[config.mk]
export PLATFORM = sky130hd
export DESIGN_NAME = spi_frame_sequencer_flat
export DESIGN_NICKNAME = d
export VERILOG_FILES = /design/src/rtl/spi_pkg.sv /design/src/rtl/spi_frame_sequencer_if.sv /design/src/rtl/posedge_detector.sv /design/src/rtl/spi_watchdog.sv /design/src/rtl/syncronizer.sv /design/src/rtl/spi_frame_sequencer.sv /design/src/flat_wrapper.sv
export SDC_FILE = /design/constraint.sdc
export NUM_CORES = 1
export LEC_CHECK = 0
export ABC_AREA = 1
export BUFFER_PORTS_ARGS = -buffer_cell sky130_fd_sc_hd__buf_2
export CORE_MARGIN = 4
export CORE_UTILIZATION = 45
export CTS_BUF_LIST = sky130_fd_sc_hd__clkbuf_16
export DETAILED_ROUTE_END_ITERATION = 6
export PLACE_DENSITY_LB_ADDON = 0.08
export SLEW_MARGIN = 20
export SYNTH_ARGS = -nofsm -noshare
export SYNTH_HDL_FRONTEND = slang
export SYNTH_SLANG_ARGS = --single-unit
[constraint.sdc]
create_clock -name clk -period 4.15 [get_ports clk]
set_input_delay 0.83 -clock clk [delete_from_list [all_inputs] [get_ports clk]]
set_output_delay 0.83 -clock clk [all_outputs]
set_load 0.02 [all_outputs]
[src/rtl/spi_pkg.sv]
// Shared defaults and types for the SPI frame sequencer slice.
package spi_pkg;

    localparam int DATA_WIDTH = 2;
    localparam int DATA_DEPTH = 16;
    localparam int FRAME_BITS = DATA_WIDTH * DATA_DEPTH;
    localparam int IDX_BITS   = $clog2(DATA_DEPTH);

    typedef enum logic [0:0] {
        IDLE   = 1'b0,
        STREAM = 1'b1
    } drain_state_t;

endpackage

[src/rtl/spi_frame_sequencer_if.sv]
// Cell stream from the frame sequencer to the game/display logic (valid/ready).
interface spi_frame_sequencer_if #(
    parameter int DATA_WIDTH = spi_pkg::DATA_WIDTH,
    parameter int DATA_DEPTH = spi_pkg::DATA_DEPTH
);
    logic [DATA_WIDTH-1:0]         cell_out;
    logic [$clog2(DATA_DEPTH)-1:0] cell_idx;
    logic                          cell_last;
    logic                          cell_valid;
    logic                          cell_ready;

    modport master (output cell_out, output cell_idx, output cell_last,
                    output cell_valid, input cell_ready);
    modport slave  (input cell_out, input cell_idx, input cell_last,
                    input cell_valid, output cell_ready);
endinterface

[src/rtl/posedge_detector.sv]
// Registered single-cycle pulse on a rising edge of a synchronous level.
module posedge_detector (
    input  logic clk,
    input  logic nrst,
    input  logic sig,
    output logic pulse
);
    logic prev_r;
    logic pulse_r;

    // remember the last level and flag a 0->1 transition
    always_ff @(posedge clk or negedge nrst) begin
        if (!nrst) begin
            prev_r  <= 1'b0;
            pulse_r <= 1'b0;
        end else begin
            prev_r  <= sig;
            pulse_r <= sig & ~prev_r;
        end
    end

    assign pulse = pulse_r;
endmodule

[src/rtl/spi_watchdog.sv]
// Transfer watchdog: armed by an spi_en rise, expires after TIMEOUT_CYCLES counts.
module spi_watchdog #(
    parameter int TIMEOUT_CYCLES = 4096
) (
    input  logic clk,
    input  logic nrst,
    input  logic arm,
    input  logic disarm,
    input  logic count_en,
    output logic expired
);
    localparam int CNT_W = $clog2(TIMEOUT_CYCLES);
    localparam logic [CNT_W-1:0] CNT_MAX = CNT_W'(TIMEOUT_CYCLES - 1);

    logic             armed_r;
    logic [CNT_W-1:0] cnt_r;

    assign expired = armed_r & (cnt_r == CNT_MAX);

    // arm/disarm and saturating count; expiry disarms so it pulses once
    always_ff @(posedge clk or negedge nrst) begin
        if (!nrst) begin
            armed_r <= 1'b0;
            cnt_r   <= {CNT_W{1'b0}};
        end else if (arm) begin
            armed_r <= 1'b1;
            cnt_r   <= {CNT_W{1'b0}};
        end else if (armed_r) begin
            if (disarm || expired) begin
                armed_r <= 1'b0;
            end else if (count_en && (cnt_r != CNT_MAX)) begin
                cnt_r <= cnt_r + CNT_W'(1);
            end
        end
    end
endmodule

[src/rtl/syncronizer.sv]
// Multi-flop synchronizer for a single asynchronous level.
module syncronizer #(
    parameter int STAGES = 2
) (
    input  logic clk,
    input  logic nrst,
    input  logic d,
    output logic q
);
    logic [STAGES-1:0] sync_r;

    // shift the raw level through the synchronizer chain
    always_ff @(posedge clk or negedge nrst) begin
        if (!nrst) begin
            sync_r <= {STAGES{1'b0}};
        end else begin
            sync_r <= {sync_r[STAGES-2:0], d};
        end
    end

    assign q = sync_r[STAGES-1];
endmodule

[src/rtl/spi_frame_sequencer.sv]
// Captures SPI frames into a one-deep pending slot and streams them out cell by cell,
// with sticky overrun/timeout supervision and a completed-frame counter.
module spi_frame_sequencer #(
    parameter int DATA_WIDTH     = spi_pkg::DATA_WIDTH,
    parameter int DATA_DEPTH     = spi_pkg::DATA_DEPTH,
    parameter int TIMEOUT_CYCLES = 4096
) (
    input  logic                           clk,
    input  logic                           nrst,
    input  logic                           spi_en,
    input  logic                           valid_data,
    input  logic [DATA_WIDTH*DATA_DEPTH-1:0] frame_in,
    spi_frame_sequencer_if.master          cell_if,
    input  logic                           clear_err,
    output logic                           overrun,
    output logic                           timeout,
    output logic [7:0]                     frame_cnt
);
    import spi_pkg::drain_state_t;
    import spi_pkg::IDLE;
    import spi_pkg::STREAM;

    localparam int FRAME_W = DATA_WIDTH * DATA_DEPTH;
    localparam int IDX_W   = $clog2(DATA_DEPTH);
    localparam logic [IDX_W-1:0] IDX_LAST = IDX_W'(DATA_DEPTH - 1);

    logic [FRAME_W-1:0] pend_r;
    logic [FRAME_W-1:0] active_r;
    logic               pend_full_r;
    drain_state_t       state_r;
    logic [IDX_W-1:0]   idx_r;
    logic               valid_r;
    logic               last_r;
    logic               overrun_r;
    logic               timeout_r;
    logic [7:0]         frame_cnt_r;

    logic spi_en_sync_s;
    logic spi_rise_s;
    logic expired_s;
    logic handshake_s;
    logic last_hs_s;
    logic load_pend_s;
    logic bypass_s;
    logic capture_s;
    logic drop_s;

    syncronizer #(.STAGES(2)) u_sync (
        .clk  (clk),
        .nrst (nrst),
        .d    (spi_en),
        .q    (spi_en_sync_s)
    );

    posedge_detector u_rise (
        .clk   (clk),
        .nrst  (nrst),
        .sig   (spi_en_sync_s),
        .pulse (spi_rise_s)
    );

    spi_watchdog #(.TIMEOUT_CYCLES(TIMEOUT_CYCLES)) u_wdog (
        .clk      (clk),
        .nrst     (nrst),
        .arm      (spi_rise_s),
        .disarm   (valid_data | ~spi_en_sync_s),
        .count_en (spi_en_sync_s),
        .expired  (expired_s)
    );

    assign handshake_s = valid_r & cell_if.cell_ready;
    assign last_hs_s   = handshake_s & last_r;
    assign load_pend_s = pend_full_r & ((state_r == IDLE) | last_hs_s);
    // a frame landing on the last handshake goes straight to the active register
    assign bypass_s    = last_hs_s & ~pend_full_r & valid_data;
    assign capture_s   = valid_data & ~pend_full_r & ~bypass_s;
    assign drop_s      = valid_data & pend_full_r;

    // pending slot: fill on capture, empty when the drain side takes it
    always_ff @(posedge clk or negedge nrst) begin
        if (!nrst) begin
            pend_r      <= {FRAME_W{1'b0}};
            pend_full_r <= 1'b0;
        end else if (capture_s) begin
            pend_r      <= frame_in;
            pend_full_r <= 1'b1;
        end else if (load_pend_s) begin
            pend_full_r <= 1'b0;
        end
    end

    // drain FSM: load a frame, then shift one cell out per handshake
    always_ff @(posedge clk or negedge nrst) begin
        if (!nrst) begin
            state_r  <= IDLE;
            active_r <= {FRAME_W{1'b0}};
            idx_r    <= {IDX_W{1'b0}};
            valid_r  <= 1'b0;
            last_r   <= 1'b0;
        end else if (load_pend_s || bypass_s) begin
            state_r  <= STREAM;
            active_r <= load_pend_s ? pend_r : frame_in;
            idx_r    <= {IDX_W{1'b0}};
            valid_r  <= 1'b1;
            last_r   <= (IDX_LAST == {IDX_W{1'b0}});
        end else if (handshake_s) begin
            active_r <= {active_r[FRAME_W-DATA_WIDTH-1:0], {DATA_WIDTH{1'b0}}};
            if (last_r) begin
                state_r <= IDLE;
                idx_r   <= {IDX_W{1'b0}};
                valid_r <= 1'b0;
                last_r  <= 1'b0;
            end else begin
                idx_r  <= idx_r + IDX_W'(1);
                last_r <= ((idx_r + IDX_W'(1)) == IDX_LAST);
            end
        end
    end

    // sticky flags (a set beats a same-cycle clear) and completed-frame counter
    always_ff @(posedge clk or negedge nrst) begin
        if (!nrst) begin
            overrun_r   <= 1'b0;
            timeout_r   <= 1'b0;
            frame_cnt_r <= 8'd0;
        end else begin
            overrun_r <= drop_s | (overrun_r & ~clear_err);
            timeout_r <= expired_s | (timeout_r & ~clear_err);
            if (last_hs_s) begin
                frame_cnt_r <= frame_cnt_r + 8'd1;
            end
        end
    end

    assign cell_if.cell_out   = active_r[FRAME_W-1 -: DATA_WIDTH];
    assign cell_if.cell_idx   = idx_r;
    assign cell_if.cell_last  = last_r;
    assign cell_if.cell_valid = valid_r;
    assign overrun            = overrun_r;
    assign timeout            = timeout_r;
    assign frame_cnt          = frame_cnt_r;
endmodule

[src/flat_wrapper.sv]
// flat-port wrapper written by rule: the top's interface ports become plain ports
module spi_frame_sequencer_flat import spi_pkg::drain_state_t; import spi_pkg::IDLE; import spi_pkg::STREAM;
#(
    parameter int DATA_WIDTH     = spi_pkg::DATA_WIDTH,
    parameter int DATA_DEPTH     = spi_pkg::DATA_DEPTH,
    parameter int TIMEOUT_CYCLES = 4096
)
  (clk, nrst, spi_en, valid_data, frame_in, clear_err, overrun, timeout, frame_cnt, cell_if_cell_out, cell_if_cell_idx, cell_if_cell_last, cell_if_cell_valid, cell_if_cell_ready);
  spi_frame_sequencer_if #(.DATA_WIDTH(DATA_WIDTH), .DATA_DEPTH(DATA_DEPTH)) cell_if_i ();
  input  logic clk;
  input  logic nrst;
  input  logic spi_en;
  input  logic valid_data;
  input  logic [DATA_WIDTH*DATA_DEPTH-1:0] frame_in;
  input  logic clear_err;
  output logic overrun;
  output logic timeout;
  output logic [7:0] frame_cnt;
  output wire logic [$bits(cell_if_i.cell_out)-1:0] cell_if_cell_out;
  output wire logic [$bits(cell_if_i.cell_idx)-1:0] cell_if_cell_idx;
  output wire logic [$bits(cell_if_i.cell_last)-1:0] cell_if_cell_last;
  output wire logic [$bits(cell_if_i.cell_valid)-1:0] cell_if_cell_valid;
  input wire logic [$bits(cell_if_i.cell_ready)-1:0] cell_if_cell_ready;
  assign cell_if_cell_out = cell_if_i.cell_out;
  assign cell_if_cell_idx = cell_if_i.cell_idx;
  assign cell_if_cell_last = cell_if_i.cell_last;
  assign cell_if_cell_valid = cell_if_i.cell_valid;
  assign cell_if_i.cell_ready = cell_if_cell_ready;
  spi_frame_sequencer #(.DATA_WIDTH(DATA_WIDTH), .DATA_DEPTH(DATA_DEPTH), .TIMEOUT_CYCLES(TIMEOUT_CYCLES)) u_core (.clk(clk), .nrst(nrst), .spi_en(spi_en), .valid_data(valid_data), .frame_in(frame_in), .cell_if(cell_if_i), .clear_err(clear_err), .overrun(overrun), .timeout(timeout), .frame_cnt(frame_cnt));
endmodule
; ---- Yosys cells after proc, flatten, opt, wreduce, memory -nomap -nowiden
; Index checks and enable logic that the tools add are counted.
[totals]
reg_bits = 98
in_bits = 38
output_inout_bits = 18
elab_cells = 74
[op_classes]
addsub = 3
n_eq_ne = 4
n_mux = 21
bitwise = 22
n_reduce_logical = 10
[ops]
columns = operator, count
row1 = 32-bit two-way mux, 3
row2 = 12-bit two-way mux, 4
row3 = "12-bit by 1-bit adder with 12-bit output, second input constant", 1
row4 = 1-bit AND, 12
row5 = "12-bit equality test, second input constant", 1
row6 = 4-bit two-way mux, 3
row7 = "12-bit != test, second input constant", 1
row8 = 1-bit two-way mux, 11
row9 = 2-bit nonzero test, 5
row10 = "8-bit by 1-bit adder with 8-bit output, second input constant", 1
row11 = 1-bit inverter, 6
row12 = "4-bit by 1-bit adder with 4-bit output, second input constant", 1
row13 = "4-bit equality test, second input constant", 1
row14 = 1-bit bitwise OR, 4
row15 = 3-bit AND reduction, 1
row16 = 1-bit logical OR, 2
row17 = "2-bit by 1-bit != test with 1-bit output, second input constant", 1
row18 = 2-bit AND reduction, 1
row19 = 1-bit logical AND, 1

; ---- Logic depth before layout (Yosys ltp)
; Gate-level depths: netlist of the first run.
[depth]
depth_word = 7
mapped_depth = 9
depth_no_buf = 9

; ---- Hierarchy
; A second synthesis of the first run with hierarchy kept.
[hier_totals]
cells_unflattened = 640
area_unflattened_um2 = 5079.9
[by_module_without_submodules]
columns = mod, instances, cells_per_inst, area_per_inst_um2, seq_area_each_um2
row1 = spi_frame_sequencer, 1, 520, 4115.2, 2026.9
row2 = spi_watchdog, 1, 114, 854.6, 325.3
row3 = posedge_detector, 1, 4, 60.1, 50.0
row4 = syncronizer, 1, 2, 50.0, 50.0

; ---- Worst setup path after synthesis of the first run
; OpenSTA, ideal clock, no wires.
[synth_timing]
path_kind = in2reg
from = input port cell_if_cell_ready
to = register u_core.pend_r[10]
setup_time_ps = 125
arrival_time_ps = 1694
required_ps = 4025
path_slack_ps = 2331
path_stages = 4
path_buffers = 1
path_cell_list = nand3_2 -> nand2_2 -> buf_2 -> mux2_2
[synth_between]
elab_chain_cells = 6
[synth_rtl]
columns = item, line
row1 = start: declaration, flat_wrapper.sv:23  ; input wire logic [$bits(cell_if_i.cell_ready)-1:0] cell_if_cell_ready;
row2 = 1-bit AND, spi_frame_sequencer.sv:71  ; assign handshake_s = valid_r & cell_if.cell_ready;
row3 = 1-bit AND, spi_frame_sequencer.sv:72  ; assign last_hs_s = handshake_s & last_r;
row4 = 1-bit AND (2 in a row), spi_frame_sequencer.sv:75  ; assign bypass_s = last_hs_s & ~pend_full_r & valid_data;
row5 = 1-bit inverter, spi_frame_sequencer.sv:76  ; assign capture_s = valid_data & ~pend_full_r & ~bypass_s;
row6 = 1-bit AND, spi_frame_sequencer.sv:76
row7 = end signal: assignment, spi_frame_sequencer.sv:82  ; pend_r <= {FRAME_W{1'b0}};
row8 = end signal: assignment, spi_frame_sequencer.sv:85  ; pend_r <= frame_in;
row9 = end: declaration, spi_frame_sequencer.sv:27  ; logic [FRAME_W-1:0] pend_r;
; Every way passes these cells.
; A chain may end at the register's enable or synchronous reset.

; ---- Final worst setup path of the first run
[layout_timing]
from = input port cell_if_cell_ready
to = register u_core.active_r[11]
[layout_between]
elab_chain_cells = 6
word_cells_on_any_way = 10
cone_classes = mux: 2 / bitwise: 6 / reduce/logical: 2
[layout_rtl]
columns = item, line
row1 = 1-bit AND (*), spi_frame_sequencer.sv:71
row2 = 1-bit AND, spi_frame_sequencer.sv:72
row3 = 1-bit bitwise OR or 1-bit AND (tied branches), "spi_frame_sequencer.sv:73, spi_frame_sequencer.sv:75"
row4 = "1-bit AND, on equally long branches", "spi_frame_sequencer.sv:73, spi_frame_sequencer.sv:75"
row5 = 32-bit two-way mux or 1-bit logical OR (tied branches), "spi_frame_sequencer.sv:102, spi_frame_sequencer.sv:100"
row6 = 32-bit two-way mux or 2-bit nonzero test (tied branches), n/a
row7 = end signal: assignment, spi_frame_sequencer.sv:96  ; active_r <= {FRAME_W{1'b0}};
row8 = end signal: assignment, spi_frame_sequencer.sv:102  ; active_r <= load_pend_s ? pend_r : frame_in;
row9 = end signal: assignment, spi_frame_sequencer.sv:107  ; active_r <= {active_r[FRAME_W-DATA_WIDTH-1:0], {DATA_WIDTH{1'b0}}};
row10 = end: declaration, spi_frame_sequencer.sv:28  ; logic [FRAME_W-1:0] active_r;
; Every way passes the cells marked *; elsewhere a longest branch is shown, timed or not.

==> results.yml, run 1 <==
outcome:
  status: "completed"
worst_setup_path:
  slowest_delay_ps: 420
  cpMaxStageDelayCell: "nand3_2"
  r2r_cells: 7
  worstPathArrival_ps: 2630
  end_kind: "flop"
  worstReg2RegStart: "u_core.state_r$_DFFE_PN0P_"
  rrSetupSlack_ps: 1920
  critPathMaxFanout: 23
  r2r_end: "u_core.active_r[11]$_DFFE_PN0P_"
  path_buf_inv: 2
  crit_family: "simple AND/OR/NAND/NOR gates"
  path_common_cell: "nand2_1"
  critPathLaunchType: "primary input"
  crit_chain: "buf_2 -> nand2_1 -> nor2_4 -> nand2_2 -> nand3_2 -> inv_2 -> nand2_1 -> nand2_1"
  cp_data_required_time_ps: 4420
  critPathKind: "in -> reg"
timing:
  skew_ps: 10.2
  rsz0062_at_grt: "false"
  post-route-min-period_ps: 2360
  finalCritPeriodShare: 0.568
  slew_viol_final: 0
  clock.fmax_mhz: 424
  report.final.hold_viol_count: 0
  finalSetupViolCount: 0
  worst-slew-pin-transition_ps: 867
  tns_ps: 0
  slew_headroom: 0.422
  whs_ps: 381
synthesis:
  netlist_area_um2: 4680
  synth.avg_cell_area_um2: 8.78
  synthCells: 533
  yosysSeqAreaShare: 0.524
  netlist_top_cells_count: "193 x nand2_1, 98 x dfrtp_1, 41 x inv_1, 41 x nand3_1, 29 x mux2_2"
  yosysUniqueCellTypes: 27
  synthTopCellsByArea: "dfrtp_1 52%, nand2_1 15%, mux2_2 7.0%"
  synth_nets: 575
  synthAdderAreaFrac: 0.0107
  synth_top_family_by_area: "simple AND/OR/NAND/NOR gates"
  async_reset_ff_frac: 1.00
  synthSimpleGateAreaFrac: 0.250
  synth-seq-cells: 98
  synth_ff_type: "dfrtp_1"
  synth_edf_count: 0
  synth.top_cell.area_share: 0.524
  synth_area_leader_cell: "dfrtp_1"
  synth.mux.area_fraction: 0.0698
  synth_most_common_cell: "nand2_1"
  synth-xor-area-share: 0.0150
  yosysWarnings: 0
  synth_compound_gate_area_share: 0.0650
detailed_routing:
  routed_via_density: 5.08
  drt-initial-drc-count: 174
  wl_per_cell_um: 13.8
  routed_wirelength_um: 9940
  drt-pass1-iter-count: 4
  vias: 3653
  drc: 0
  drtAntennaViolNets: 0
power:
  p_sw_uw: 984
  power.leakage_nw: 2.60
  p_seq_frac: 0.468
  swShare: 0.320
  p_per_area_nw_per_um2: 581
  ir_worst_vdd_mv: 0.238
  clkPwrFrac: 0.263
  p_comb_frac: 0.269
  intPower_mw: 2.10
  total_power_mw: 3.08
global_routing:
  grt_pass1_vias: 3626
  grt_pass1_wl_um: 17000
  grt_max_degree: 69
  antenna_found_initial: 0
  grt_use_total: 0.179
  grt_overflow: 0
clock_network:
  cts_tree: "yes"
  cts-root-buf: "clkbuf_16"
  cts_sinks: 98
  post_cts_buffers: 0
  cts-resized-gates: 0
  ctsLongestPathBuffers: 2
  clk_pin_slew_ps: 60
  cts_htree_levels: 3
  ctsHoldBuffers: 0
  numCtsBuffers: 9
  clk_latency_ps: 340
layout:
  drive_above_1_share: 0.191
  num_antenna_cells: 0
  area_growth_syn_to_layout_pct: 13.3
  register_area_um2: 2450
  multi_input_area_um2: 1920
  nNetsFinal: 623
  n_fill_cell: 946
place:
  gp_congestion: 0.802
  dp_hpwl_um: 6710
  place.port_buffers: 55
min_path:
  hold_path.class: "reg -> reg"
  hp-start: "u_core.u_sync.sync_r[1]$_DFF_PN0_"
  min_to: "u_core.u_rise.prev_r$_DFF_PN0_"
  whs_path_depth: 0
floorplanning:
  std_cell_rows: 36
  num_io_pins: 56
  die_h_um: 110
  core_um2: 9950
  die_area_um2: 12100
  die_width_um: 110
  start_util: 0.470
run:
  maxCapViolCount: 0
[sequential cells by signal, summed over array words and instances (netlist names), 2 cells and up]
| signal | count |
|---|---|
| u_core.u_sync.sync_r | 2 |
| u_core.cell_if.cell_idx | 4 |
| u_core.u_wdog.cnt_r | 12 |
| u_core.frame_cnt | 8 |
| u_core.pend_r | 32 |
| u_core.active_r | 32 |
[metal layers]
layer	global-route usage	share of wire	wire (um)
met5	0	0	0
met4	0.0472	0.012	123
met3	0.0326	0.035	350
met2	0.302	0.49	4830
met1	0.237	0.47	4640
[placed cells by master, fill, tap and decap left out, drive strengths merged, types with 9 or more instances in the layout]
master  netlist  layout
buf          22      59
clkbuf        0       9
dfrtp        98      98
inv          43      44
mux2         29      29
nand2       196     196
nand3        43      43
nand4        13      13
nor2         22      22
o211ai       18      18
o21ai        26      26
[power groups by stage]
stage               Clock [mW]  Combinational [mW]  Sequential (mW)
detailed placement           0               0.841             1.46
floorplan                    0               0.598             1.47
global route             0.879               0.951             1.49
global placement             0               0.820             1.45
CTS                      0.829               0.845             1.44
finish                   0.810               0.829             1.44
[per-stage QoR]
stage	setup WS, ps	util	cells	instance area, um2
after floorplan	2330	-	533	4680
after global placement	1460	0.504	703	5010
after detailed placement	1460	0.504	703	5010
after CTS	1810	0.533	719	5300
after global routing	1620	0.533	719	5300
final	1790	0.533	719	5300
[worst max path at each step]
stage          slack (ps)               start                              end  depth (start not counted)
4_1_cts              1810  cell_if_cell_ready  u_core.active_r[11]$_DFFE_PN0P_                          8
3_3_place_gp         1460  cell_if_cell_ready  u_core.active_r[11]$_DFFE_PN0P_                          8
3_5_place_dp         1460  cell_if_cell_ready  u_core.active_r[11]$_DFFE_PN0P_                          8
5_1_grt              1620  cell_if_cell_ready   u_core.active_r[0]$_DFFE_PN0P_                          8
2_1_floorplan        2330  cell_if_cell_ready    u_core.pend_r[10]$_DFFE_PN0P_                          4
6_report             1790  cell_if_cell_ready  u_core.active_r[11]$_DFFE_PN0P_                          8
[cell families after synthesis]
family,Yosys count
AO/OA/AOI/OAI,50
buffers and inverters,66
XOR/XNOR,8
flip-flops,98
adder cells (fa/ha/maj),4
multiplexers,29
AND/OR/NAND/NOR,278
[cell type report]
cell class,instances,share of cell area
repair buffers,59,0.0581
well taps,133,0.0314
inverters,44,0.0312
clock buffers,9,0.0425
clock inverters,7,0.0116
multi-input cells,369,0.363
flip-flops and latches,98,0.463
Note: power is estimated with default switching activity, not from simulation.
==> run 2, diff against run 1 <==
clock period = 1.9 ns   (was 4.15 ns; I/O delays follow)
==> run 2 against run 1 <==
  * Via count grew 3.1%
  * Combinational power grew 130%
  * Hold slack lost 240 ps
  * Final area grew 2.5%
  * Worst setup slack lost 1600 ps
  * Power grew 120%
  * Highest routed layer unchanged
  * Critical endpoint is now u_core.u_wdog.cnt_r[3]$_DFFE_PN0P_
  * Die area is the same
  * Sequential cell count is the same
  * Largest cell class unchanged
==> results.yml, run 2 (synthesis gave the netlist of run 1 again) <==
worst_setup_path:
  worstReg2RegStart: "u_core.u_wdog.cnt_r[1]$_DFFE_PN0P_"
  critPathMaxFanout: 10
  critPathKind: "reg -> reg"
  critPathLaunchType: "flop"
  crit_start: "u_core.u_wdog.cnt_r[1]$_DFFE_PN0P_"
  end_kind: "flop"
  worstPathArrival_ps: 1930
  cp_data_required_time_ps: 2130
place:
  dp_hpwl_um: 7070
  dp.cells: 713
  place.port_buffers: 55
  placed_area_um2: 5140
  gp_congestion: 0.905
  dp_slack_ps: 155
outcome:
  status: "completed"
clock_network:
  cts_sinks: 98
  cts-root-buf: "clkbuf_16"
  ctsLongestPathBuffers: 2
  post_cts_buffers: 0
  numCtsBuffers: 9
  clk_latency_ps: 340
  cts_tree: "yes"
  clk_pin_slew_ps: 70
  cts_htree_levels: 3
timing:
  slew_viol_final: 0
  skew_ps: 5.65
  clock.fmax_mhz: 585
  tns_ps: 0
  report.final.hold_viol_count: 0
  slew_headroom: 0.679
  finalCritPeriodShare: 0.899
  rsz0062_at_grt: "false"
  setup_ws_ps: 192
  finalSetupViolCount: 0
  post-route-min-period_ps: 1710
  worst-slew-pin-transition_ps: 479
detailed_routing:
  wl_per_cell_um: 14.3
  drt-pass1-iter-count: 4
  routed_via_density: 5.17
  vias: 3766
  routed_wirelength_um: 10400
  drt-initial-drc-count: 203
  drc: 0
  drtAntennaViolNets: 0
floorplanning:
  std_cell_rows: 36
  die_width_um: 110
  die_area_um2: 12100
  core_um2: 9950
  num_io_pins: 56
  die_h_um: 110
  start_util: 0.470
global_routing:
  grt.busiest_layer: "met2"
  use_met2: 0.298
  antenna_found_initial: 0
  grt_pass1_wl_um: 17700
  grt_max_degree: 42
  grt_use_met1: 0.258
  grt_overflow: 0
  use_met3: 0.0280
  grt_pass1_vias: 3650
  grt_use_total: 0.188
min_path:
  hp-start: "spi_en"
  hold_path.class: "in -> reg"
layout:
  reg_top3: "u_core.active_r: 32 flops, u_core.pend_r: 32 flops, u_core.u_wdog.cnt_r: 12 flops"
  num_antenna_cells: 0
  area_growth_syn_to_layout_pct: 16.1
  register_area_um2: 2450
  final_cell_mix: "193 x nand2_1, 98 x dfrtp_1, 54 x buf_2"
  n_fill_cell: 952
  fin_area_um2: 5430
  finalNonFillerCells: 729
  multi_input_area_um2: 1930
  final_common_cell: "nand2_1"
  nNetsFinal: 634
  drive_above_1_share: 0.208
power:
  total_power_mw: 6.80
  power.leakage_nw: 2.68
  ir_worst_vdd_mv: 0.575
  p_per_area_nw_per_um2: 1250
run:
  maxCapViolCount: 0
-- run 2: changes by cell type in the layout (fill, tap and decap cells not counted), moves of 2 or more --
cell,change
buf_12,+4
buf_4,+6
clkinv_1,-3
clkinv_2,+2
-- run 2: through the flow --
| step | utilization | hold slack (ps) |
|---|---|---|
| finish | 0.546 | 141 |
| detailed placement | 0.516 | 315 |
| global placement | 0.516 | 314 |
| CTS | 0.545 | 138 |
| global route | 0.546 | 137 |
| floorplan | - | 84.4 |
-- run 2: worst paths after layout --
| kind | to | slack [ps] | depth (start not counted) |
|---|---|---|---|
| worst max-delay path | u_core.u_wdog.cnt_r[3]$_DFFE_PN0P_ | 190 | 9 |
| worst min-delay path | u_core.u_sync.sync_r[0]$_DFF_PN0_ | 140 | 1 |
| worst max register to register | u_core.u_wdog.cnt_r[3]$_DFFE_PN0P_ | 190 | 9 |
| worst min register to register | u_core.u_sync.sync_r[1]$_DFF_PN0_ | 350 | 0 |
| max in group asynchronous | u_core.cell_if.cell_idx[2]$_DFFE_PN0P_ | 870 | 3 |
| min in group asynchronous | u_core.u_wdog.cnt_r[6]$_DFFE_PN0P_ | 480 | 2 |
-- run 2: final cells by class --
type,count,area share
sequential,98,0.451
multi-input combinational,369,0.354
timing repair buffer,70,0.0815
clock buffer,9,0.0415
inverter,44,0.0311
tap,133,0.0306
clock inverter,6,0.00944
-- run 2: power by group --
part	internal, mW	leakage, nW	switching (mW)
clock	0.995	0.145	0.754
sequential	2.79	1.25	0.373
combinational	0.846	1.28	1.05
-- run 2: critical path: stages (launching register included) --
cell,delay (ps)
dfrtp_1,410
ha_1,260
nand2_1,120
nor2_2,60
nand3_1,100
nand2_1,100
nand2_1,150
clkinvlp_4,240
nand2_1,120
nand2_1,60
-- run 2: metal layers --
metal  vias to the layer above  part of all wire
li1                       1845                 -
met1                      1831              0.47
met2                        75              0.48
met3                        15             0.037
met4                         0             0.019
met5                         -                 0
-- run 2: what timing repair did --
action / in CTS / in global routing
endpoints found under the hold margin: 22 / 0
hold buffers: 1 / 0
gates resized for setup: 0 / 2
setup endpoints to repair: 0 / 4
==> run 3, diff against run 2 <==
CORE_ASPECT_RATIO = 1.75   (was unset)
CTS_CLUSTER_DIAMETER = 80   (was unset)
==> run 3 against run 2 <==
  * Non-clock buffer count fell by 2
  * Worst setup slack improved by 45 ps
  * Combinational power barely moved
  * Clock skew rose by 2.0 ps
  * Critical path type unchanged
  * Clock-buffer cell count did not move
  * Critical endpoint is now u_core.u_wdog.cnt_r[9]$_DFFE_PN0P_
  * Final area rose by 0.46%
  * Die area rose by 0.53%
==> results.yml, run 3 (synthesis gave the netlist of run 1 again) <==
power:
  swShare: 0.315
  p_per_area_nw_per_um2: 1270
  p_sw_mw: 2.19
  intPower_mw: 4.77
  p_comb_frac: 0.272
  ir_worst_vdd_mv: 0.725
  power.leakage_nw: 2.68
  total_power_mw: 6.95
  p_seq_frac: 0.454
  clkPwrFrac: 0.274
worst_setup_path:
  critPathKind: "reg -> reg"
  path_buf_inv: 1
  r2r_cells: 9
  r2r_end: "u_core.u_wdog.cnt_r[9]$_DFFE_PN0P_"
  worstPathArrival_ps: 1940
  crit_cells: 9
  cp_data_required_time_ps: 2180
  cpMaxStageDelayCell: "dfrtp_1"
  critPathMaxFanout: 10
  end_kind: "flop"
  critPathLaunchType: "flop"
  crit_family: "simple AND/OR/NAND/NOR gates"
  crit_chain: "ha_2 -> nand2_1 -> nor2_2 -> nand3_1 -> nand2_1 -> nand2_1 -> clkinvlp_4 -> nand2_1 -> nand2_1"
  slowest_delay_ps: 390
  path_common_cell: "nand2_1"
  worstReg2RegStart: "u_core.u_wdog.cnt_r[1]$_DFFE_PN0P_"
  rrSetupSlack_ps: 240
place:
  dp.cells: 705
  dp_slack_ps: 153
  place.port_buffers: 55
  gp_congestion: 0.787
  dp_hpwl_um: 7280
clock_network:
  cts_sinks: 98
  ctsLongestPathBuffers: 2
  clk_pin_slew_ps: 70
  cts_tree: "yes"
  cts-root-buf: "clkbuf_16"
  numCtsBuffers: 9
  cts_htree_levels: 3
  clk_latency_ps: 340
detailed_routing:
  drt-pass1-iter-count: 4
  routed_via_density: 5.17
  drc: 0
  drt-initial-drc-count: 128
  vias: 3732
  drtAntennaViolNets: 0
  routed_wirelength_um: 10700
  wl_per_cell_um: 14.9
global_routing:
  antenna_found_initial: 0
  grt_overflow: 0
  grt_use_total: 0.185
  grt_pass1_vias: 3709
  grt_max_degree: 42
  grt_pass1_wl_um: 17900
layout:
  reg_top3: "u_core.active_r: 32 flops, u_core.pend_r: 32 flops, u_core.u_wdog.cnt_r: 12 flops"
  nNetsFinal: 632
  area_growth_syn_to_layout_pct: 16.6
  final_common_cell: "nand2_1"
  finalNonFillerCells: 722
  final_cell_mix: "193 x nand2_1, 98 x dfrtp_1, 54 x buf_2"
  drive_above_1_share: 0.212
  num_antenna_cells: 0
floorplanning:
  die_width_um: 85.1
  num_io_pins: 56
  core_um2: 10200
  std_cell_rows: 49
  die_h_um: 143
  die_area_um2: 12200
  start_util: 0.457
timing:
  tns_ps: 0
  setup_ws_ps: 237
  worst-slew-pin-transition_ps: 487
  rsz0062_at_grt: "false"
  report.final.hold_viol_count: 0
  finalSetupViolCount: 0
  finalCritPeriodShare: 0.875
  slew_headroom: 0.674
  skew_ps: 7.66
  slew_viol_final: 0
  whs_ps: 149
  post-route-min-period_ps: 1660
  clock.fmax_mhz: 601
outcome:
  status: "completed"
min_path:
  min_to: "u_core.u_sync.sync_r[0]$_DFF_PN0_"
  hp-start: "spi_en"
  whs_path_depth: 1
  hold_path.class: "in -> reg"
run:
  maxCapViolCount: 0
[run 3: cell type report]
cell class	instances	area (um2)
Tap cell	127	159
Clock buffer	9	225
Clock inverter	7	83.8
Multi-Input combinational cell	369	1930
Timing Repair Buffer	68	440
Sequential cell	98	2450
Fill cell	954	4780
Inverter	44	169
[run 3: metrics by stage]
step,utilization,cell area [um2]
after global placement,0.501,5130
final,0.533,5460
after floorplan,-,4680
after CTS,0.532,5450
after detailed placement,0.501,5130
after global routing,0.533,5460
[run 3: power by group through the flow]
stage / sequential (mW) / clock, mW / combinational [mW]
2_1_floorplan: 3.22 / 0 / 1.31
3_3_place_gp: 3.16 / 0 / 1.87
3_5_place_dp: 3.19 / 0 / 1.92
4_1_cts: 3.16 / 1.96 / 1.93
5_1_grt: 3.24 / 2.03 / 2.14
6_report: 3.16 / 1.91 / 1.89
[run 3: repair_timing]
item | in CTS | in global routing
endpoints found under the setup margin | 0 | 11
hold endpoints to repair | 6 | 0
setup buffers | 0 | 0
gates resized for setup | 0 | 3
hold buffers | 1 | 0
[run 3: worst register-to-register path: stages (launching register included)]
cell	delay [ps]
dfrtp_1	390
ha_2	250
nand2_1	100
nor2_2	150
nand3_1	120
nand2_1	130
nand2_1	130
clkinvlp_4	210
nand2_1	70
nand2_1	60
[run 3: worst max-delay path by stage]
stage | end | from | slack, ps
after floorplan | u_core.pend_r[10]$_DFFE_PN0P_ | u_core.state_r$_DFFE_PN0P_ | 350
after global placement | u_core.u_wdog.cnt_r[11]$_DFFE_PN0P_ | u_core.u_wdog.cnt_r[0]$_DFFE_PN0P_ | 220
after detailed placement | u_core.u_wdog.cnt_r[4]$_DFFE_PN0P_ | u_core.u_wdog.cnt_r[0]$_DFFE_PN0P_ | 150
after CTS | u_core.u_wdog.cnt_r[0]$_DFFE_PN0P_ | u_core.u_wdog.cnt_r[1]$_DFFE_PN0P_ | 160
after global routing | u_core.u_wdog.cnt_r[0]$_DFFE_PN0P_ | u_core.u_wdog.cnt_r[1]$_DFFE_PN0P_ | 7
final | u_core.u_wdog.cnt_r[9]$_DFFE_PN0P_ | u_core.u_wdog.cnt_r[1]$_DFFE_PN0P_ | 240
[run 3: per-layer routing]
layer / part of all wire / GRT usage
met2: 0.53 / 0.334
met1: 0.42 / 0.216
met3: 0.030 / 0.0294
met5: 0 / 0
met4: 0.024 / 0.0734
